<file path="src/rtl/sgl2ext_convert_mc_pkg.sv">
`default_nettype none
// ============================================================================
// Module   : sgl2ext_convert_mc_pkg
// Brief    : Shared widths, constants and types for the single-to-extended
//            multi-channel converter.
// Revision : 1.0 - initial release
// ============================================================================
package sgl2ext_convert_mc_pkg;

    localparam int SGL_W          = 32;
    localparam int SGL_EXP_W      = 8;
    localparam int SGL_MAN_W      = 23;
    localparam int EXT_W          = 43;
    localparam int EXT_EXP_W      = 11;
    localparam int EXT_MAN_W      = 31;
    localparam int EXT_BIAS_DELTA = 896;
    localparam logic [EXT_EXP_W-1:0] EXT_EXP_MAX = 11'h7FF;
    localparam int LZ_W           = 5;

    typedef enum logic [1:0] {
        ST_IDLE  = 2'd0,
        ST_ISSUE = 2'd1,
        ST_DRAIN = 2'd2
    } state_t;

    typedef enum logic [2:0] {
        CLS_ZERO   = 3'd0,
        CLS_DENORM = 3'd1,
        CLS_NORMAL = 3'd2,
        CLS_INF    = 3'd3,
        CLS_NAN    = 3'd4
    } cls_t;

endpackage
`default_nettype wire

</file>
<file path="src/rtl/sgl2ext_convert_mc_if.sv">
`default_nettype none
// ============================================================================
// Module   : sgl2ext_convert_mc_if
// Brief    : Batch control and data bundle of the multi-channel converter.
// Revision : 1.0 - initial release
// ============================================================================
interface sgl2ext_convert_mc_if #(
    parameter int NCH = 4
);
    logic              ena;
    logic              sta;
    logic [NCH*32-1:0] x;
    logic [NCH*43-1:0] y;
    logic              busy;
    logic              done_sig;
    logic              sta_err;

    modport master (output ena, sta, x, input y, busy, done_sig, sta_err);
    modport slave  (input ena, sta, x, output y, busy, done_sig, sta_err);
endinterface
`default_nettype wire

</file>
<file path="src/rtl/sgl2ext_convert_mc_core.sv">
`default_nettype none
// ============================================================================
// Module   : sgl2ext_core
// Brief    : Two-stage IEEE single to 43-bit extended-single widening pipe
//            with valid/tag sideband; exact, no rounding.
// Revision : 1.0 - initial release
// ============================================================================
module sgl2ext_core
    import sgl2ext_convert_mc_pkg::*;
#(
    parameter int TAG_W       = 2,
    parameter int DENORM_NORM = 1
) (
    input  logic             clk,
    input  logic             rst,
    input  logic             en,
    input  logic             in_valid,
    input  logic [TAG_W-1:0] in_tag,
    input  logic [SGL_W-1:0] in_data,
    output logic             s1_busy,
    output logic             out_valid,
    output logic [TAG_W-1:0] out_tag,
    output logic [EXT_W-1:0] out_data
);

    function automatic logic [LZ_W-1:0] lzc(input logic [SGL_MAN_W-1:0] v);
        logic [LZ_W-1:0] n;
        n = '0;
        for (int i = 0; i < SGL_MAN_W; i++)
            if (v[i]) n = LZ_W'(SGL_MAN_W - 1 - i);
        return n;
    endfunction

    logic [SGL_EXP_W-1:0] in_exp;
    logic [SGL_MAN_W-1:0] in_man;
    cls_t                 in_cls;

    assign in_exp = in_data[SGL_W-2 -: SGL_EXP_W];
    assign in_man = in_data[SGL_MAN_W-1:0];

    always_comb begin
        in_cls = CLS_NORMAL;
        if (in_exp == '0)      in_cls = (in_man == '0) ? CLS_ZERO : CLS_DENORM;
        else if (in_exp == '1) in_cls = (in_man == '0) ? CLS_INF  : CLS_NAN;
    end

    logic                 s1_valid;
    logic [TAG_W-1:0]     s1_tag;
    logic                 s1_sign;
    logic [SGL_EXP_W-1:0] s1_exp;
    logic [SGL_MAN_W-1:0] s1_man;
    cls_t                 s1_cls;
    logic [LZ_W-1:0]      s1_lz;

    always_ff @(posedge clk) begin
        if (rst) begin
            s1_valid <= 1'b0;
            s1_tag   <= '0;
            s1_sign  <= 1'b0;
            s1_exp   <= '0;
            s1_man   <= '0;
            s1_cls   <= CLS_ZERO;
            s1_lz    <= '0;
        end else if (en) begin
            s1_valid <= in_valid;
            s1_tag   <= in_tag;
            s1_sign  <= in_data[SGL_W-1];
            s1_exp   <= in_exp;
            s1_man   <= in_man;
            s1_cls   <= in_cls;
            s1_lz    <= lzc(in_man);
        end
    end

    logic [EXT_EXP_W-1:0] pk_exp;
    logic [EXT_MAN_W-1:0] pk_man;
    logic [SGL_MAN_W-1:0] dn_man;

    // Shifting one past the leading one drops the hidden bit.
    assign dn_man = s1_man << (s1_lz + LZ_W'(1));

    always_comb begin
        pk_exp = '0;
        pk_man = '0;
        case (s1_cls)
            CLS_NORMAL: begin
                pk_exp = {3'b000, s1_exp} + EXT_EXP_W'(EXT_BIAS_DELTA);
                pk_man = {s1_man, 8'h00};
            end
            CLS_DENORM: begin
                if (DENORM_NORM != 0) begin
                    pk_exp = EXT_EXP_W'(EXT_BIAS_DELTA) - {6'd0, s1_lz};
                    pk_man = {dn_man, 8'h00};
                end
            end
            CLS_INF: pk_exp = EXT_EXP_MAX;
            CLS_NAN: begin
                pk_exp = EXT_EXP_MAX;
                pk_man = {s1_man, 8'h00} | 31'h4000_0000;
            end
            default: ;
        endcase
    end

    always_ff @(posedge clk) begin
        if (rst) begin
            out_valid <= 1'b0;
            out_tag   <= '0;
            out_data  <= '0;
        end else if (en) begin
            out_valid <= s1_valid;
            out_tag   <= s1_tag;
            out_data  <= {s1_sign, pk_exp, pk_man};
        end
    end

    assign s1_busy = s1_valid;

endmodule
`default_nettype wire

</file>
<file path="src/rtl/sgl2ext_convert_mc.sv">
`default_nettype none
// ============================================================================
// Module   : sgl2ext_convert_mc
// Brief    : Batch converter: captures NCH singles on sta, converts them
//            serially through one shared core into a registered result bank.
// Revision : 1.0 - initial release
// ============================================================================
module sgl2ext_convert_mc
    import sgl2ext_convert_mc_pkg::*;
#(
    parameter int NCH         = 4,
    parameter int DENORM_NORM = 1
) (
    input  logic                 clk,
    input  logic                 rst,
    sgl2ext_convert_mc_if.slave  bus
);

    localparam int CNT_W = (NCH > 1) ? $clog2(NCH) : 1;
    localparam logic [CNT_W-1:0] LAST_CH = CNT_W'(NCH - 1);

    state_t           state, state_nx;
    logic [CNT_W-1:0] cnt, cnt_nx;
    logic             busy_ff, busy_nx;
    logic             done_ff, done_nx;
    logic             err_ff, err_nx;
    logic             capture, issue;

    logic [SGL_W-1:0] cap   [NCH];
    logic [EXT_W-1:0] ybank [NCH];

    logic             s1_busy, res_valid;
    logic [CNT_W-1:0] res_tag;
    logic [EXT_W-1:0] res_data;
    logic             drain_done;

    assign drain_done = !s1_busy && res_valid;

    always_ff @(posedge clk) begin
        if (rst) begin
            state   <= ST_IDLE;
            cnt     <= '0;
            busy_ff <= 1'b0;
            done_ff <= 1'b0;
            err_ff  <= 1'b0;
        end else if (bus.ena) begin
            state   <= state_nx;
            cnt     <= cnt_nx;
            busy_ff <= busy_nx;
            done_ff <= done_nx;
            err_ff  <= err_nx;
        end
    end

    always_comb begin
        state_nx = state;
        cnt_nx   = cnt;
        busy_nx  = busy_ff;
        done_nx  = 1'b0;
        err_nx   = 1'b0;
        capture  = 1'b0;
        issue    = 1'b0;
        case (state)
            ST_IDLE: begin
                if (bus.sta) begin
                    state_nx = ST_ISSUE;
                    cnt_nx   = '0;
                    busy_nx  = 1'b1;
                    capture  = 1'b1;
                end
            end
            ST_ISSUE: begin
                issue  = 1'b1;
                err_nx = bus.sta;
                if (cnt == LAST_CH) state_nx = ST_DRAIN;
                else                cnt_nx   = cnt + CNT_W'(1);
            end
            ST_DRAIN: begin
                if (drain_done) begin
                    done_nx  = 1'b1;
                    busy_nx  = 1'b0;
                    state_nx = ST_IDLE;
                    // A start on the completing edge chains the next batch.
                    if (bus.sta) begin
                        state_nx = ST_ISSUE;
                        cnt_nx   = '0;
                        busy_nx  = 1'b1;
                        capture  = 1'b1;
                    end
                end else begin
                    err_nx = bus.sta;
                end
            end
            default: state_nx = ST_IDLE;
        endcase
    end

    always_ff @(posedge clk) begin
        if (rst) begin
            for (int c = 0; c < NCH; c++) begin
                cap[c]   <= '0;
                ybank[c] <= '0;
            end
        end else if (bus.ena) begin
            for (int c = 0; c < NCH; c++) begin
                if (capture) cap[c] <= bus.x[SGL_W*c +: SGL_W];
                if (res_valid && res_tag == CNT_W'(c)) ybank[c] <= res_data;
            end
        end
    end

    sgl2ext_core #(
        .TAG_W       (CNT_W),
        .DENORM_NORM (DENORM_NORM)
    ) u_core (
        .clk       (clk),
        .rst       (rst),
        .en        (bus.ena),
        .in_valid  (issue),
        .in_tag    (cnt),
        .in_data   (cap[cnt]),
        .s1_busy   (s1_busy),
        .out_valid (res_valid),
        .out_tag   (res_tag),
        .out_data  (res_data)
    );

    generate
        for (genvar c = 0; c < NCH; c++) begin : g_ypack
            assign bus.y[EXT_W*c +: EXT_W] = ybank[c];
        end
    endgenerate

    assign bus.busy     = busy_ff;
    assign bus.done_sig = done_ff;
    assign bus.sta_err  = err_ff;

endmodule
`default_nettype wire

</file>
<file path="src/flat_wrapper.sv">
// flat-port wrapper written by rule: the top's interface ports become plain ports
module sgl2ext_convert_mc_flat import sgl2ext_convert_mc_pkg::*;
#(
    parameter int NCH         = 4,
    parameter int DENORM_NORM = 1
)
  (clk, rst, bus_ena, bus_sta, bus_x, bus_y, bus_busy, bus_done_sig, bus_sta_err);
  sgl2ext_convert_mc_if #(.NCH(NCH)) bus_i ();
  input  logic clk;
  input  logic rst;
  input wire logic [$bits(bus_i.ena)-1:0] bus_ena;
  input wire logic [$bits(bus_i.sta)-1:0] bus_sta;
  input wire logic [$bits(bus_i.x)-1:0] bus_x;
  output wire logic [$bits(bus_i.y)-1:0] bus_y;
  output wire logic [$bits(bus_i.busy)-1:0] bus_busy;
  output wire logic [$bits(bus_i.done_sig)-1:0] bus_done_sig;
  output wire logic [$bits(bus_i.sta_err)-1:0] bus_sta_err;
  assign bus_i.ena = bus_ena;
  assign bus_i.sta = bus_sta;
  assign bus_i.x = bus_x;
  assign bus_y = bus_i.y;
  assign bus_busy = bus_i.busy;
  assign bus_done_sig = bus_i.done_sig;
  assign bus_sta_err = bus_i.sta_err;
  sgl2ext_convert_mc #(.NCH(NCH), .DENORM_NORM(DENORM_NORM)) u_core (.clk(clk), .rst(rst), .bus(bus_i));
endmodule
</file>
<file path="config.mk">
export PLATFORM = sky130hd
export DESIGN_NAME = sgl2ext_convert_mc_flat
export DESIGN_NICKNAME = d
export VERILOG_FILES = /design/src/rtl/sgl2ext_convert_mc_pkg.sv /design/src/rtl/sgl2ext_convert_mc_if.sv /design/src/rtl/sgl2ext_convert_mc_core.sv /design/src/rtl/sgl2ext_convert_mc.sv /design/src/flat_wrapper.sv
export SDC_FILE = /design/constraint.sdc
export NUM_CORES = 1
export LEC_CHECK = 0
export ABC_AREA = 1
export CAP_MARGIN = 25
export CORE_ASPECT_RATIO = 0.8
export CORE_MARGIN = 10
export CORE_UTILIZATION = 54
export CTS_BUF_LIST = sky130_fd_sc_hd__clkbuf_8
export DETAILED_ROUTE_END_ITERATION = 7
export PLACE_DENSITY = 0.94
export SYNTH_ARGS = -nofsm -noshare
export SYNTH_HDL_FRONTEND = slang
export SYNTH_SLANG_ARGS = --single-unit
</file>
<file path="constraint.sdc">
create_clock -name clk -period 5.2 [get_ports clk]
set_clock_uncertainty 0.2 [all_clocks]
set_input_delay 0.52 -clock clk [delete_from_list [all_inputs] [get_ports clk]]
set_output_delay 0.52 -clock clk [all_outputs]
set_load 0.05 [all_outputs]
</file>
==> results.yml, run 1 <==
die:
  fp.dieW_microns: 212
  core-area_sq_mm: 0.0292
  boundaryPins: 307
  die_height_microns: 174
  start_util: 0.546
  dieArea_sq_mm: 0.0368
  num_rows: 56
critical_path:
  r2r_end: "u_core.u_core.out_data[28]$_SDFFE_PP0P_"
  critPathCaptureType: "flop"
  rrSetupSlack_ps: 1660
  path_class: "flop to flop"
  crit_arrival_ps: 3790
  path_common_cell: "o21ai_0"
  cpPeakStageDelay_ps: 740
  cp_cell_sequence: "inv_1 > ha_1 > clkinv_1 > o21ai_0 > nor2_1 > a31oi_1 > nor2_1 > inv_1 > o21ai_0 > nand2_1 > o21ai_0 > nand2_1 > a21oi_1"
  startpoint_type: "flop"
  r2r-start: "u_core.u_core.s1_lz[0]$_SDFFE_PP0P_"
  crit_slowest_cell: "clkinv_1"
  reg2reg_depth: 13
  crit_fanout: 24
  crit_required_ps: 5450
drt:
  antenna_left: 0
  viasPerCell: 5.38
  drt-initial-drc-count: 1371
  vias: 12783
  wl_mm: 44.0
  wl_per_cell_microns: 18.5
  drc: 0
  dr.pass1.iters: 6
global_route:
  grt_pass1_vias: 12712
  antenna_found_initial: 1
  grt_busiest_layer: "met2"
  grt_max_degree: 129
  grt.overflow.total: 0
  grt_util_met1: 0.278
  grt_pass1_wl_mm: 68.3
  grt.met3_usage: 0.0553
  met2_usage: 0.402
  grt_util_all_layers: 0.231
cts:
  cts.path.max_buffers: 3
  clock_latency_ps: 600
  cts_root_buf: "clkbuf_8"
  cts_sinks: 353
  postCtsSetupBuffers: 0
  path_clk_slew_ps: 70
  holdBufCountCts: 0
  cts_resized: 0
  htree_num_levels: 2
  cts_buffers: 53
  cts_tree: "yes"
cells_and_area:
  drive_gt1_frac: 0.0580
  final_cell_mix: "nor2_1, nand2_1, clkdlybuf4s50_1"
  layout_commonest_cell: "nor2_1"
  fill_cells: 2069
  antenna-diode-count: 0
  area_growth_pct: 23.9
  layout.nets: 2096
timing:
  period_share: 0.680
  report.final.slew_viol_count: 0
  finalHoldViolations: 0
  clock.fmax_mhz: 283
  grt_setup_unrepaired: "no"
  tightest_slew_ps: 957
  slew_headroom: 0.362
  setup_viol: 0
  period_minus_slack_ps: 3540
  setup_tns_ps: 0
synth:
  syn_area_sq_mm: 0.0159
  synth_edf_count: 264
  yosysUniqueCellTypes: 54
  ys_ff_latch: 353
  synth_flop_cell: "edfxtp_1"
  async_reset_ff_frac: 0
  synthCells: 1704
  syn_avg_cell_area_sq_um: 9.35
  synth_seq_area_share: 0.609
  synth_warnings: 0
worst_hold_path:
  min_from: "bus_ena"
  hold_path.class: "primary input to flop"
  whs_endpoint: "u_core.bus.done_sig$_SDFFE_PP0P_"
  holdPathStages: 2
pwr:
  p_per_area_mw_per_mm2: 325
  finalPower_uw: 6420
  vdd_ir_drop_max_v: 0.000234
  leakagePower_uw: 0.00795
status:
  status: "completed"
placement:
  gp_congestion: 0.970
  hpwl_mm: 31.1
  portBuffers: 274
job:
  drv_cap: 0
## state kept, by name, indices dropped and copies added (netlist names), 3 cells and up, named ones only
name                    flops
u_core.u_core.s1_cls        3
u_core.u_core.s1_man       23
u_core.cap                128
u_core.u_core.s1_lz         5
u_core.u_core.out_data     34
u_core.ybank              136
u_core.u_core.s1_exp        8
## worst max-delay path by stage
stage | startpoint | to | slack (ps)
floorplan | bus_ena | u_core.ybank[0][10]$_SDFFCE_PN0P_ | 1020
global placement | rst | u_core.cap[2][6]$_SDFFCE_PN0P_ | 1450
detailed placement | rst | u_core.cap[0][6]$_SDFFCE_PN0P_ | 1360
CTS | u_core.u_core.s1_lz[0]$_SDFFE_PP0P_ | u_core.u_core.out_data[28]$_SDFFE_PP0P_ | 1750
global route | u_core.u_core.s1_lz[0]$_SDFFE_PP0P_ | u_core.u_core.out_data[27]$_SDFFE_PP0P_ | 1320
finish | u_core.u_core.s1_lz[0]$_SDFFE_PP0P_ | u_core.u_core.out_data[28]$_SDFFE_PP0P_ | 1660
## synthesized netlist by cell type, drive strengths merged (5+ instances only)
cell,count,area (sq um)
o211ai,6,45.0
clkbuf,61,230
a21oi,126,642
edfxtp,264,7930
nor2,308,1180
o21ai,121,606
buf,64,489
mux2i,9,90.1
ha,7,87.6
o22ai,5,31.3
a32o,11,116
o221ai,6,52.6
nand3,25,130
o31ai,5,37.5
nand4,5,31.3
nor3,11,60.1
nand2,292,1110
nor4,5,46.3
dfxtp,89,1780
a32oi,13,114
inv,243,915
## logic make-up after synthesis
logic type,after synthesis,synth area share
other cells,1,0.000235
flops,353,0.609
fa+ha+maj,7,0.00549
compound gates,308,0.111
xor+xnor,4,0.00267
simple gates,650,0.163
buf+inv,372,0.103
mux,9,0.00565
## per-stage QoR
stage | utilization | hold WS, ps | instances | area, sq um | setup WS [ps]
finish | 0.676 | 48.3 | 2378 | 19800 | 1660
global route | 0.676 | 32.2 | 2378 | 19800 | 1320
CTS | 0.676 | 28.4 | 2378 | 19800 | 1750
detailed placement | 0.642 | 260 | 2279 | 18800 | 1360
global placement | 0.642 | 256 | 2279 | 18800 | 1450
floorplan | - | 234 | 1735 | 16100 | 1020
## power by group
group          total (uW)  switching (uW)  internal [uW]
Clock                2130            1070           1060
Combinational        1030             704            329
Sequential           3260            71.2           3190
Total                6420            1850           4570
## critical path: cells and delay by family (launching register included)
| family | cells | cell delay (ps) |
|---|---|---|
| buffers and inverters | 3 | 950 |
| flip-flops | 1 | 330 |
| AND/OR/NAND/NOR | 4 | 300 |
| adder cells (fa/ha/maj) | 1 | 690 |
| AO/OA/AOI/OAI | 5 | 900 |
## final cells by class
| class | instances | area, sq um | share of cell area |
|---|---|---|---|
| Tap cell | 377 | 472 | 0.0239 |
| Clock inverter | 43 | 220 | 0.0111 |
| Multi-Input combinational cell | 1010 | 4760 | 0.241 |
| Timing Repair Buffer | 292 | 2890 | 0.146 |
| Sequential cell | 353 | 9710 | 0.492 |
| Clock buffer | 56 | 771 | 0.0390 |
| Inverter | 247 | 930 | 0.0471 |
## per-layer routing
layer | vias up | part of all wire
li1 | 6023 | -
met1 | 5970 | 0.38
met2 | 685 | 0.50
met3 | 103 | 0.10
met4 | 2 | 0.025
met5 | - | 0.00016
No activity file was read; power rests on OpenSTA's default activity.
==> inputs of run 2 (changes only) <==
==> constraint.sdc (replaced) <==
create_clock -name clk -period 3.4 [get_ports clk]
set_clock_uncertainty 0.2 [all_clocks]
set_input_delay 0.34 -clock clk [delete_from_list [all_inputs] [get_ports clk]]
set_output_delay 0.34 -clock clk [all_outputs]
set_load 0.05 [all_outputs]
==> run 2 against run 1 <==
  * Routed wire length increased by 4.6%
  * Cell area grew 0.79%
  * Global-route usage grew 0.94 points
  * Critical path type unchanged
==> results.yml, run 2 (synthesis gave the netlist of run 1 again) <==
timing:
  finalHoldViolations: 0
  setup_tns_ps: 0
  clock.fmax_mhz: 334
  grt_setup_unrepaired: "no"
  period_minus_slack_ps: 3000
  tightest_slew_ps: 676
  period_share: 0.882
  slew_headroom: 0.538
  setup_viol: 0
  report.final.slew_viol_count: 0
global_route:
  grt_max_degree: 73
  grt_util_all_layers: 0.240
  grt_pass1_wl_mm: 70.1
  grt.overflow.total: 0
  grt_pass1_vias: 12728
  antenna_found_initial: 1
cells_and_area:
  top_register: "u_core.ybank"
  largestRegisters: "u_core.ybank (136), u_core.cap (128), u_core.u_core.out_data (34)"
  area_growth_pct: 24.9
  layout.nets: 2115
  fill_cells: 2081
  final_cell_mix: "nor2_1, nand2_1, clkdlybuf4s50_1"
  drive_gt1_frac: 0.0659
  antenna-diode-count: 0
  largest_register_ffs: 136
  layout_commonest_cell: "nor2_1"
critical_path:
  crit_required_ps: 3720
  r2r-start: "u_core.u_core.s1_lz[1]$_SDFFE_PP0P_"
  critPathCaptureType: "flop"
  crit_arrival_ps: 3320
  crit_fanout: 9
  path_class: "flop to flop"
  path_common_cell: "inv_1"
  crit_buf_inv: 4
  cp_cell_sequence: "ha_1 > nand3_1 > xor2_2 > buf_4 > inv_1 > nor2_4 > inv_1 > nor2_1 > inv_1 > o221ai_1 > nand2_1 > a21oi_1"
  crit_slowest_cell: "dfxtp_1"
  cpPeakStageDelay_ps: 410
  cp-startpoint: "u_core.u_core.s1_lz[1]$_SDFFE_PP0P_"
  critPathTopFamily: "buffers and inverters"
  startpoint_type: "flop"
pwr:
  leakagePower_uw: 0.00804
  p_per_area_mw_per_mm2: 495
  finalPower_uw: 9860
  vdd_ir_drop_max_v: 0.000263
drt:
  vias: 12831
  drc: 0
  antenna_left: 0
  dr.pass1.iters: 5
  viasPerCell: 5.36
  drt-initial-drc-count: 1411
  wl_mm: 46.1
  wl_per_cell_microns: 19.2
placement:
  portBuffers: 274
  gp_congestion: 1.00
  hpwl_mm: 33.2
die:
  die_height_microns: 174
  boundaryPins: 307
  num_rows: 56
  start_util: 0.546
  dieArea_sq_mm: 0.0368
  core-area_sq_mm: 0.0292
  fp.dieW_microns: 212
cts:
  cts_sinks: 353
  cts.path.max_buffers: 3
  cts_root_buf: "clkbuf_8"
  path_clk_slew_ps: 80
  cts_buffers: 53
  cts_tree: "yes"
  postCtsSetupBuffers: 0
  clock_latency_ps: 600
  htree_num_levels: 2
worst_hold_path:
  hold_path.class: "primary input to flop"
  min_from: "bus_x[92]"
job:
  drv_cap: 0
status:
  status: "completed"
## run 2: cell count changes in the layout (fill, tap and decap cells not counted), sizes merged
cell and change:
inv -2, clkbuf +1, dlygate4sd3 +1, buf +18
## run 2: cell type report
cell class | instances | area [sq um] | share of cell area
Clock buffer | 57 | 785 | 0.0394
Clock inverter | 41 | 204 | 0.0102
Sequential cell | 353 | 9710 | 0.488
Multi-Input combinational cell | 1010 | 4760 | 0.239
Inverter | 247 | 930 | 0.0467
Tap cell | 377 | 472 | 0.0237
Timing Repair Buffer | 311 | 3040 | 0.153
## run 2: what timing repair did
item                                   4_1_cts  5_1_grt
resized for setup                            0        0
hold buffers                                 1        0
endpoints found under the hold margin        2        0
setup endpoints to repair                    0        0
## run 2: metrics by stage
step	setup slack [ps]	utilization	instance area, sq um	cells	hold WS (ps)
floorplan	-598	-	16100	1735	234
global placement	491	0.647	18900	2297	254
detailed placement	519	0.647	18900	2297	259
CTS	511	0.681	19900	2396	161
global route	253	0.681	19900	2396	176
finish	402	0.681	19900	2396	182
## run 2: path summary, 6_finish.rpt
path                                                   to  slack (ps)  cells past startpoint
hold / removal            u_core.cap[2][28]$_SDFFCE_PN0P_         180                      3
hold reg to reg           u_core.bus.sta_err$_SDFFE_PP0P_         270                      2
setup reg to reg  u_core.u_core.out_data[22]$_SDFFE_PP0P_         400                     12
setup / recovery  u_core.u_core.out_data[22]$_SDFFE_PP0P_         400                     12
## run 2: where the power goes
group	internal [uW]	total, uW	leakage (uW)	switching [uW]
logic	523	1630	0.00396	1100
clock network	1630	3240	0.000581	1620
registers	4880	4990	0.00349	114
total	7030	9860	0.00804	2830
## run 2: worst register-to-register path, cell delays in order, from the launching register on
cell and delay [ps]:
dfxtp_1 410, ha_1 240, nand3_1 130, xor2_2 140, buf_4 200, inv_1 180
nor2_4 210, inv_1 150, nor2_1 340, inv_1 230, o221ai_1 300, nand2_1 80
a21oi_1 120
## run 2: routing by layer
metal | global-route usage | part of all wire | vias up
li1 | - | - | 6051
met1 | 0.294 | 0.38 | 6006
met2 | 0.402 | 0.49 | 650
met3 | 0.0676 | 0.10 | 122
met4 | 0.0778 | 0.029 | 2
met5 | 0 | 0.00026 | -
